## config.mk

```make
export PLATFORM = sky130hd
export DESIGN_NAME = video_stream_source
export DESIGN_NICKNAME = d
export VERILOG_FILES = /design/src/rtl/video_stream_pkg.sv /design/src/rtl/video_xy_counter.sv /design/src/rtl/video_stream_source.sv
export SDC_FILE = /design/constraint.sdc
export NUM_CORES = 1
export LEC_CHECK = 0
export BUFFER_PORTS_ARGS = -buffer_cell sky130_fd_sc_hd__buf_2
export CAP_MARGIN = 20
export CORE_MARGIN = 2
export CORE_UTILIZATION = 53
export CTS_CLUSTER_DIAMETER = 100
export DETAILED_ROUTE_END_ITERATION = 6
export PLACE_DENSITY = 0.79
export SLEW_MARGIN = 0
export SYNTH_ARGS = -nofsm -noshare
export SYNTH_HDL_FRONTEND = slang
export SYNTH_SLANG_ARGS = --single-unit
export TNS_END_PERCENT = 5
```

## constraint.sdc

```tcl
create_clock -name clock -period 7.7 [get_ports clock]
set_clock_uncertainty 0.05 [all_clocks]
set_input_delay 1.155 -clock clock [delete_from_list [all_inputs] [get_ports clock]]
set_output_delay 1.155 -clock clock [all_outputs]
set_load 0.05 [all_outputs]
```

## src/rtl/video_stream_pkg.sv

```systemverilog
// Shared types for the video stream source: controller states and pattern codes.
package video_stream_pkg;

  typedef enum logic [1:0] {
    IDLE   = 2'd0,
    ACTIVE = 2'd1,
    GAP    = 2'd2
  } state_t;

  localparam logic [1:0] PAT_COUNT = 2'd0;
  localparam logic [1:0] PAT_XY    = 2'd1;
  localparam logic [1:0] PAT_SOLID = 2'd2;
  localparam logic [1:0] PAT_CHECK = 2'd3;

endpackage

```

## src/rtl/video_xy_counter.sv

```systemverilog
// Raster position tracker: x/y coordinates plus a running pixel index.
// The "next" outputs describe the position that will be presented after this
// edge, which lets the parent register pixel data without a multiplier.
module video_xy_counter #(
  parameter int DIM_W = 12,
  parameter int P_W   = 24
) (
  input  logic             clock,
  input  logic             reset,
  input  logic             i_clear,
  input  logic             i_advance,
  input  logic [DIM_W-1:0] i_width,
  input  logic [DIM_W-1:0] i_height,
  output logic [DIM_W-1:0] o_nextX,
  output logic [DIM_W-1:0] o_nextY,
  output logic [P_W-1:0]   o_nextP,
  output logic             o_isFirst,
  output logic             o_isLast
);

  localparam logic [DIM_W-1:0] DIM_ONE = DIM_W'(1);
  localparam logic [P_W-1:0]   P_ONE   = P_W'(1);

  logic [DIM_W-1:0] r_x;
  logic [DIM_W-1:0] r_y;
  logic [P_W-1:0]   r_p;

  logic [DIM_W-1:0] w_nextX;
  logic [DIM_W-1:0] w_nextY;
  logic [P_W-1:0]   w_nextP;

  // Step along the raster: end of line wraps x, end of frame wraps everything.
  always_comb begin
    w_nextX = r_x;
    w_nextY = r_y;
    w_nextP = r_p;
    if (i_clear) begin
      w_nextX = '0;
      w_nextY = '0;
      w_nextP = '0;
    end else if (i_advance) begin
      if (r_x == i_width - DIM_ONE) begin
        w_nextX = '0;
        if (r_y == i_height - DIM_ONE) begin
          w_nextY = '0;
          w_nextP = '0;
        end else begin
          w_nextY = r_y + DIM_ONE;
          w_nextP = r_p + P_ONE;
        end
      end else begin
        w_nextX = r_x + DIM_ONE;
        w_nextP = r_p + P_ONE;
      end
    end
  end

  // Position registers.
  always_ff @(posedge clock or posedge reset) begin
    if (reset) begin
      r_x <= '0;
      r_y <= '0;
      r_p <= '0;
    end else begin
      r_x <= w_nextX;
      r_y <= w_nextY;
      r_p <= w_nextP;
    end
  end

  assign o_nextX   = w_nextX;
  assign o_nextY   = w_nextY;
  assign o_nextP   = w_nextP;
  assign o_isFirst = (w_nextX == '0) && (w_nextY == '0);
  assign o_isLast  = (w_nextX == i_width - DIM_ONE) && (w_nextY == i_height - DIM_ONE);

endmodule

```

## src/rtl/video_stream_source.sv

```systemverilog
// Avalon-ST video source: emits W x H frames with SOP/EOP framing, honours
// ready backpressure, inserts an idle gap between frames and generates a
// selectable test pattern. All stream outputs are registered.
module video_stream_source
  import video_stream_pkg::*;
#(
  parameter int DATA_W     = 24,
  parameter int DIM_W      = 12,
  parameter int GAP_CYCLES = 4,
  parameter int FCNT_W     = 16
) (
  input  logic              clock,
  input  logic              reset,
  input  logic              io_start,
  input  logic              io_stop,
  input  logic [DIM_W-1:0]  io_width,
  input  logic [DIM_W-1:0]  io_height,
  input  logic [FCNT_W-1:0] io_frames,
  input  logic [1:0]        io_pattern,
  input  logic [DATA_W-1:0] io_color,
  output logic [DATA_W-1:0] io_out_data,
  output logic              io_out_startofpacket,
  output logic              io_out_endofpacket,
  output logic [1:0]        io_out_empty,
  output logic              io_out_valid,
  input  logic              io_out_ready,
  output logic              io_busy,
  output logic [FCNT_W-1:0] io_frames_done
);

  localparam int GAP_W = (GAP_CYCLES > 1) ? $clog2(GAP_CYCLES) : 1;
  localparam logic [GAP_W-1:0]  GAP_LAST  = (GAP_CYCLES > 0) ? GAP_W'(GAP_CYCLES - 1) : '0;
  localparam logic [GAP_W-1:0]  GAP_ONE   = GAP_W'(1);
  localparam logic [FCNT_W-1:0] FRAME_ONE = FCNT_W'(1);

  state_t r_state;
  state_t w_nState;

  logic [DIM_W-1:0]  r_width;
  logic [DIM_W-1:0]  r_height;
  logic [FCNT_W-1:0] r_frames;
  logic [1:0]        r_pattern;
  logic [DATA_W-1:0] r_color;

  logic [GAP_W-1:0]  r_gapCnt;
  logic [FCNT_W-1:0] r_framesDone;
  logic              r_stopPending;

  logic              r_valid;
  logic              r_sop;
  logic              r_eop;
  logic [DATA_W-1:0] r_data;

  logic [DIM_W-1:0]  w_cfgWidth;
  logic [DIM_W-1:0]  w_cfgHeight;
  logic [1:0]        w_cfgPattern;
  logic [DATA_W-1:0] w_cfgColor;

  logic              w_cntClear;
  logic              w_cntAdvance;
  logic [DIM_W-1:0]  w_nextX;
  logic [DIM_W-1:0]  w_nextY;
  logic [DATA_W-1:0] w_nextP;
  logic              w_isFirst;
  logic              w_isLast;

  logic [2*DIM_W-1:0] w_xy;
  logic [DATA_W-1:0]  w_pix;

  logic              w_xfer;
  logic              w_lastFrame;
  logic              w_startAccept;
  logic [GAP_W-1:0]  w_nGapCnt;
  logic [FCNT_W-1:0] w_nFramesDone;
  logic              w_nStopPending;
  logic              w_nValid;
  logic              w_nSop;
  logic              w_nEop;
  logic [DATA_W-1:0] w_nData;

  // While idle the live inputs describe the frame about to start; once running
  // only the latched copies matter, so mid-run config changes are ignored.
  always_comb begin
    w_cfgWidth   = r_width;
    w_cfgHeight  = r_height;
    w_cfgPattern = r_pattern;
    w_cfgColor   = r_color;
    if (r_state == IDLE) begin
      w_cfgWidth   = io_width;
      w_cfgHeight  = io_height;
      w_cfgPattern = io_pattern;
      w_cfgColor   = io_color;
    end
  end

  video_xy_counter #(
    .DIM_W (DIM_W),
    .P_W   (DATA_W)
  ) u_xy (
    .clock     (clock),
    .reset     (reset),
    .i_clear   (w_cntClear),
    .i_advance (w_cntAdvance),
    .i_width   (w_cfgWidth),
    .i_height  (w_cfgHeight),
    .o_nextX   (w_nextX),
    .o_nextY   (w_nextY),
    .o_nextP   (w_nextP),
    .o_isFirst (w_isFirst),
    .o_isLast  (w_isLast)
  );

  // Pattern generator evaluated at the position that will be presented next.
  always_comb begin
    w_xy  = {w_nextY, w_nextX};
    w_pix = '0;
    case (w_cfgPattern)
      PAT_COUNT: w_pix = w_nextP;
      PAT_XY:    w_pix = DATA_W'(w_xy);
      PAT_SOLID: w_pix = w_cfgColor;
      default:   w_pix = (w_nextX[3] ^ w_nextY[3]) ? ~w_cfgColor : w_cfgColor;
    endcase
  end

  assign w_xfer      = r_valid & io_out_ready;
  assign w_lastFrame = (r_frames != '0) && ((r_framesDone + FRAME_ONE) == r_frames);

  // Controller: next state, counter control and the next registered beat.
  always_comb begin
    w_nState       = r_state;
    w_cntClear     = 1'b0;
    w_cntAdvance   = 1'b0;
    w_startAccept  = 1'b0;
    w_nGapCnt      = r_gapCnt;
    w_nFramesDone  = r_framesDone;
    w_nStopPending = r_stopPending;
    w_nValid       = r_valid;
    w_nSop         = r_sop;
    w_nEop         = r_eop;
    w_nData        = r_data;
    case (r_state)
      IDLE: begin
        w_cntClear     = 1'b1;
        w_nStopPending = 1'b0;
        if (io_start && (io_width != '0) && (io_height != '0)) begin
          w_startAccept = 1'b1;
          w_nState      = ACTIVE;
          w_nFramesDone = '0;
          w_nValid      = 1'b1;
          w_nSop        = w_isFirst;
          w_nEop        = w_isLast;
          w_nData       = w_pix;
        end
      end
      ACTIVE: begin
        if (io_stop) begin
          w_nStopPending = 1'b1;
        end
        if (w_xfer) begin
          w_cntAdvance = 1'b1;
          if (r_eop) begin
            w_nFramesDone = r_framesDone + FRAME_ONE;
            if (r_stopPending || io_stop || w_lastFrame) begin
              w_nState       = IDLE;
              w_nStopPending = 1'b0;
              w_nValid       = 1'b0;
              w_nSop         = 1'b0;
              w_nEop         = 1'b0;
              w_nData        = '0;
            end else if (GAP_CYCLES == 0) begin
              w_nValid = 1'b1;
              w_nSop   = w_isFirst;
              w_nEop   = w_isLast;
              w_nData  = w_pix;
            end else begin
              w_nState  = GAP;
              w_nGapCnt = '0;
              w_nValid  = 1'b0;
              w_nSop    = 1'b0;
              w_nEop    = 1'b0;
              w_nData   = '0;
            end
          end else begin
            w_nValid = 1'b1;
            w_nSop   = w_isFirst;
            w_nEop   = w_isLast;
            w_nData  = w_pix;
          end
        end
      end
      GAP: begin
        if (io_stop) begin
          w_nState       = IDLE;
          w_nStopPending = 1'b0;
        end else if (r_gapCnt == GAP_LAST) begin
          w_nState = ACTIVE;
          w_nValid = 1'b1;
          w_nSop   = w_isFirst;
          w_nEop   = w_isLast;
          w_nData  = w_pix;
        end else begin
          w_nGapCnt = r_gapCnt + GAP_ONE;
        end
      end
      default: begin
        w_nState = IDLE;
        w_nValid = 1'b0;
        w_nSop   = 1'b0;
        w_nEop   = 1'b0;
        w_nData  = '0;
      end
    endcase
  end

  // State, gap/frame bookkeeping and the registered stream beat.
  always_ff @(posedge clock or posedge reset) begin
    if (reset) begin
      r_state       <= IDLE;
      r_gapCnt      <= '0;
      r_framesDone  <= '0;
      r_stopPending <= 1'b0;
      r_valid       <= 1'b0;
      r_sop         <= 1'b0;
      r_eop         <= 1'b0;
      r_data        <= '0;
    end else begin
      r_state       <= w_nState;
      r_gapCnt      <= w_nGapCnt;
      r_framesDone  <= w_nFramesDone;
      r_stopPending <= w_nStopPending;
      r_valid       <= w_nValid;
      r_sop         <= w_nSop;
      r_eop         <= w_nEop;
      r_data        <= w_nData;
    end
  end

  // Configuration snapshot taken when a start is accepted.
  always_ff @(posedge clock or posedge reset) begin
    if (reset) begin
      r_width   <= '0;
      r_height  <= '0;
      r_frames  <= '0;
      r_pattern <= '0;
      r_color   <= '0;
    end else if (w_startAccept) begin
      r_width   <= io_width;
      r_height  <= io_height;
      r_frames  <= io_frames;
      r_pattern <= io_pattern;
      r_color   <= io_color;
    end
  end

  assign io_out_data          = r_data;
  assign io_out_startofpacket = r_sop;
  assign io_out_endofpacket   = r_eop;
  assign io_out_empty         = 2'b00;
  assign io_out_valid         = r_valid;
  assign io_busy              = (r_state != IDLE);
  assign io_frames_done       = r_framesDone;

endmodule

```

# Yosys cells after proc, flatten, opt, wreduce, memory -nomap -nowiden
# Cells that the tools add are included.
classes:
  bitwise: 3
  n_reduce_logical: 23
  addsub: 7
  muxes: 69
  n_eq_ne: 19
op_table:
  columns: ["operator", "n"]
  rows:
  - ["24-bit two-way mux", 11]
  - ["24-bit one-hot mux with 3 select lines", 2]
  - ["12-bit two-way mux", 9]
  - ["12-bit == test", 4]
  - ["16-bit two-way mux", 3]
  - ["16-bit one-hot mux with 2 select lines", 1]
  - ["1-bit two-way mux", 25]
  - ["12-bit by 1-bit adder with 12-bit output (second input constant)", 2]
  - ["24-bit by 1-bit adder with 24-bit output (second input constant)", 1]
  - ["12-bit logical NOT", 2]
  - ["2-bit two-way mux", 12]
  - ["24-bit inverter", 1]
  - ["12-bit nonzero test", 2]
  - ["12-bit by 1-bit subtractor with 12-bit output (second input constant)", 2]
  - ["16-bit by 1-bit adder with 16-bit output (second input constant)", 1]
  - ["16-bit == test", 1]
  - ["16-bit nonzero test", 1]
  - ["2-bit inequality test (second input constant)", 7]
  - ["1-bit one-hot mux with 3 select lines", 4]
  - ["4-bit AND reduction", 3]
  - ["2-bit == test (second input constant)", 3]
  - ["2-bit one-hot mux with 3 select lines", 1]
  - ["6-bit AND reduction", 1]
  - ["2-bit nonzero test", 3]
  - ["other kinds (12)", 19]
totals:
  in_bits: 71
  regBits: 162
  elab_cells: 137
  output_inout_bits: 46

# Logic depth before layout (Yosys ltp)
depth:
  ltp_word: 14
  ltp_mapped: 24
  depth_no_buf: 16

# Modules after synthesis
# A second synthesis with hierarchy kept.
unflattened:
  hier_cells: 1094
  area_unflattened_um2: 10485.1
modules_own_cells:
  columns: ["mod", "area_per_inst_um2", "seq_area_each_um2", "instances", "cells_each"]
  rows:
  - ["video_stream_source", 6477.5, 2852.7, 1, 617]
  - ["video_xy_counter", 4007.6, 1201.2, 1, 477]

# Worst setup path after synthesis
# Ideal clock, no wire load.
synth_path:
  path_type: "reg2reg"
  startpoint: "reg r_state[0]"
  endpoint: "reg r_data[0] (netlist: io_out_data[0])"
  period_less_slack_ns: 5.698
  t_arrival_ns: 5.505
  path_buffers: 9
  path_stages_with_launch: 25
  setup_slack_ns: 2.002
  cell_sequence: "dfrtp_1 buf_6 nor2_4 buf_6 buf_6 buf_2 buf_2 buf_2 buf_1 mux2i_1 ha_1 or3b_2 nor3_1 a211oi_1 or2_2 o21ai_0 a2111oi_4 nand3_1 nand2_1 or3_1 buf_2 a21oi_4 buf_6 xor2_1 o221ai_1"
synth_between:
  elab_chain_len: 14
  word_cells_on_any_way: 42
synth_lines:
  columns: ["element", "line_no", "source"]
  rows:
  - ["start: declaration", "video_stream_source.sv:36", "state_t r_state;"]
  - ["start signal: assignment", "video_stream_source.sv:227", "r_state <= w_nState;"]
  - ["2-bit logical NOT", "video_stream_source.sv:88, video_stream_source.sv:141", null]
  - ["12-bit two-way mux", "video_stream_source.sv:88", "if (r_state == IDLE) begin"]
  - ["12-bit by 1-bit subtractor with 12-bit output", "video_xy_counter.sv:44", "if (r_y == i_height - DIM_ONE) begin"]
  - ["12-bit == test", "video_xy_counter.sv:44", null]
  - ["12-bit two-way mux", "video_xy_counter.sv:44", null]
  - ["12-bit two-way mux", "video_xy_counter.sv:42", "if (r_x == i_width - DIM_ONE) begin"]
  - ["12-bit two-way mux", "video_xy_counter.sv:41", "end else if (i_advance) begin"]
  - ["12-bit two-way mux", "video_xy_counter.sv:37", "if (i_clear) begin"]
  - ["1-bit XOR", "video_stream_source.sv:121", "default: w_pix = (w_nextX[3] ^ w_nextY[3]) ? ~w_cfgColor : w_cfgColor;"]
  - ["24-bit two-way mux", "video_stream_source.sv:121", null]
  - ["24-bit one-hot mux with 3 select lines", "video_stream_source.sv:117", "case (w_cfgPattern)"]
  - ["24-bit two-way mux (on tied branches)", "video_stream_source.sv:195, video_stream_source.sv:161", null]
  - ["24-bit two-way mux (on tied branches)", "video_stream_source.sv:192, video_stream_source.sv:159", null]
  - ["24-bit one-hot mux with 3 select lines", "video_stream_source.sv:141", "case (r_state)"]
  - ["end signal: assignment", "video_stream_source.sv:234", "r_data <= w_nData;"]
  - ["end: declaration", "video_stream_source.sv:52", "logic [DATA_W-1:0] r_data;"]
# Parallel ways exist; a longest one is shown, timed or not. The select of a mux whose other input is x is not followed.
# A chain may end at the register's enable or synchronous reset.

# Worst setup path after layout
layout_path:
  startpoint: "reg r_state[0]"
  endpoint: "reg r_data[14] (netlist: io_out_data[14])"
# Same word-level chain as after synthesis.

==> results.md <==
* Max_slew headroom at 33.7%
* Die W at 149 microns
* Row count at 53
* Vias per cell at 6.37
* Initial Util at 53.6%
* All-Layer GR Usage at 28.1%
* Die area at 0.0223 sq mm
* Vias after detailed routing at 9,995
* DRC errors left at 0
* Fill cells at 1,793
* DRT iter0 DRCs at 849
* CTS tree: done
* VDD IR-drop max at 0.211 mV
* WP data required at 7910 ps
* Async SR Flop Fraction at 100%
* Post-CTS Setup Repair Bufs at 0
* Maximum fanout along the worst path at 39
* Mapped Area at 0.0112 sq mm
* HP Class: reg -> reg
* RSZ-0062 raised after global routing: false
* Worst setup EP type: register
* Area grow syn2layout at 11.5%
* Combinational share of power at 38.2%
* Pin count of the biggest net entering global routing at 93
* Hold_buf cts at 0
* Worst Setup Path Type: reg -> reg
* Clock latency on the worst-skew pair at 430 ps
* WL final at 30,900 microns
* Layout cell share with drive strength beyond 1 at 20.8%
* Sequential area share after synthesis at 36.2%
* CTS sink cnt at 162
* Number of global-route vias before repair at 9,658
* CTS Buffer Depth at 2
* Final ANT Viol Nets at 0
* First-pass GRT wire length at 49,800 microns
* CP Launch Type: register
* Total power at 3.27 mW
* Post-synth EDFFs at 0
* Post-CTS Resized at 0
* Post-synth cell types at 98
* Chip Height at 149 microns
* Worst path arrival time at 6730 ps
* Core area at 0.0209 sq mm
* Flop pwr share at 36.0%
* Synth warnings at 0
* Clock power share at 25.8%
* Max Clk Rate at 154 MHz
* Initial antenna violation count at 1
* Pwr Density at 262 mW/mm^2
* Mean Syn Cell Area at 9.32 sq um
* Grt total ovfl at 0
* H-tree Lvls at 4
* P_sw at 1.36 mW
* Antenna Diode Count at 0
* Clock root cell: clkbuf_16
* Min cycle time layout at 6510 ps
* Power Internal at 1.90 mW
* Period Utilization, post-route at 84.6%
* NumNets Final at 1,359
* Drt pass-1 iters at 5
* Port bufs at 114
* Setup tns final at 0 ps
* Outcome: completed
* Cells after Synth at 1,201
* Final hold vios at 0
* Main synth FF type: dfrtp_1
* Clock-pin slew on the worst setup and hold paths at 70 ps
* Worst-margin pin slew at 994 ps
* Pins Over Slew Limit at 0
* Leakage at 5.31 nW
* Dpl hpwl at 22,100 microns
* Num ports at 117
* GP Congestion at 0.972
* Setup violations, final at 0
* TritonCTS buffer count at 17
* Maxcap violations at 0
* Sw Ratio at 41.7%
* Routed wire per std cell at 19.7 microns
* Number of synthesized register bits at 162
[cells in the mapped netlist (all sizes together) (5+ instances only)]
cell type / number / area [sq um]
dfrtp: 162 / 4050
nand2: 100 / 375
nor2: 93 / 359
xor2: 69 / 604
mux2: 68 / 766
xnor2: 67 / 587
o21ai: 58 / 294
a21oi: 52 / 279
mux2i: 52 / 524
nand3: 50 / 255
nor3: 44 / 246
buf: 35 / 204
clkbuf: 31 / 116
and3: 25 / 161
o221ai: 23 / 201
inv: 20 / 75.1
nor4: 18 / 113
nand4: 16 / 100
nor2b: 14 / 87.6
or4: 14 / 105
a31oi: 13 / 81.3
and2: 13 / 81.3
o31ai: 13 / 113
or3: 13 / 81.3
or2: 11 / 68.8
ha: 7 / 87.6
o21a: 7 / 52.6
a211oi: 6 / 45.0
nor4b: 6 / 73.8
o211ai: 6 / 50.1
nand2b: 5 / 31.3
nor3b: 5 / 42.5
o32ai: 5 / 62.6
[power groups by stage]
stage	clock, mW	combinational, mW	sequential (mW)
global placement	0	1.20	1.18
CTS	0.850	1.24	1.17
floorplan	0	0.741	1.35
global route	0.886	1.35	1.19
detailed placement	0	1.23	1.18
finish	0.843	1.25	1.18
[critical path, cell delays in order, from the launching register on]
cell and delay (ps):
dfrtp_1 360, buf_4 230, nor2_4 710, buf_4 450
mux2i_1 220, ha_1 300, nor4b_2 290, a21oi_1 170
a21oi_1 340, xnor3_1 350, o2111ai_1 320, nor3_4 450
nand3_1 160, nand2_1 100, buf_4 370, o21ai_1 260
a21oi_4 790, xor2_1 230, o221ai_1 150
[placed cells by master, fill, tap and decap left out, drive strengths merged, types with 52 or more instances in the layout]
master,netlist,layout
mux2,68,68
xor2,69,69
dfrtp,162,162
nor2,93,93
nand2,100,100
xnor2,67,67
mux2i,52,52
a21oi,52,52
buf,35,126
o21ai,58,58
[stage by stage]
step           setup slack (ps)  hold WS [ps]  area [sq um]  instances  utilization, %
3_3_place_gp               1590           430         11900       1537            57.1
6_report                   1190           443         12500       1568            59.8
5_1_grt                     678           465         12500       1568            59.8
3_5_place_dp               1290           424         11900       1537            57.1
4_1_cts                    1280           445         12500       1568            59.8
2_1_floorplan              2000           417         11200       1202               -
[registers in the layout, summed over array words and instances, names as in the netlist]
| name | flops |
|---|---|
| r_state | 2 |
| u_xy.r_y | 12 |
| io_frames_done | 16 |
| r_height | 12 |
| io_out_endofpacket | 1 |
| r_gapCnt | 2 |
| r_color | 24 |
| r_width | 12 |
| u_xy.r_p | 24 |
| io_out_valid | 1 |
| r_frames | 16 |
| io_out_startofpacket | 1 |
| u_xy.r_x | 12 |
| io_out_data | 24 |
| r_pattern | 2 |
| r_stopPending | 1 |
[worst paths after layout]
path,startpoint,to,slack (ps),depth (start not counted)
worst max-delay path,r_state[0],io_out_data[14],1190,18
worst min-delay path,io_out_data[5],io_out_data[5],440,2
worst max register to register,r_state[0],io_out_data[14],1190,18
worst min register to register,io_out_data[5],io_out_data[5],440,2
max in group asynchronous,reset,io_out_data[22],5310,3
min in group asynchronous,reset,r_color[6],830,2
[cells by family (layout without fill, tap and decap cells)]
family	Yosys count	count (layout)	share of synthesized area (%)
DFF	162	162	36.2
other	1	2	0.0335
muxes	120	120	11.5
and+or+nand+nor	446	446	21.1
adders and majority gates	7	7	0.782
buffers and inverters	86	177	3.53
AOI/OAI and AO/OA	240	240	15.6
xor gates and xnor gates	139	139	11.2
[final cells by class]
cell class	count	area [sq um]	area share, %
sequential	162	4050	32.5
inverter	20	80.1	0.641
tap	275	344	2.76
clock inverter	12	121	0.972
multi-input combinational	954	6780	54.3
clock buffer	19	443	3.55
timing repair buffer	126	661	5.29
[layer usage]
layer | GRT usage (%) | routed length (microns) | share of wire, %
met5 | 0 | 13 | 0.042
met4 | 13.1 | 1220 | 3.9
met3 | 5.29 | 1990 | 6.4
met2 | 45.3 | 14600 | 47
met1 | 36.6 | 13100 | 42
(Power assumes the default switching activity.)
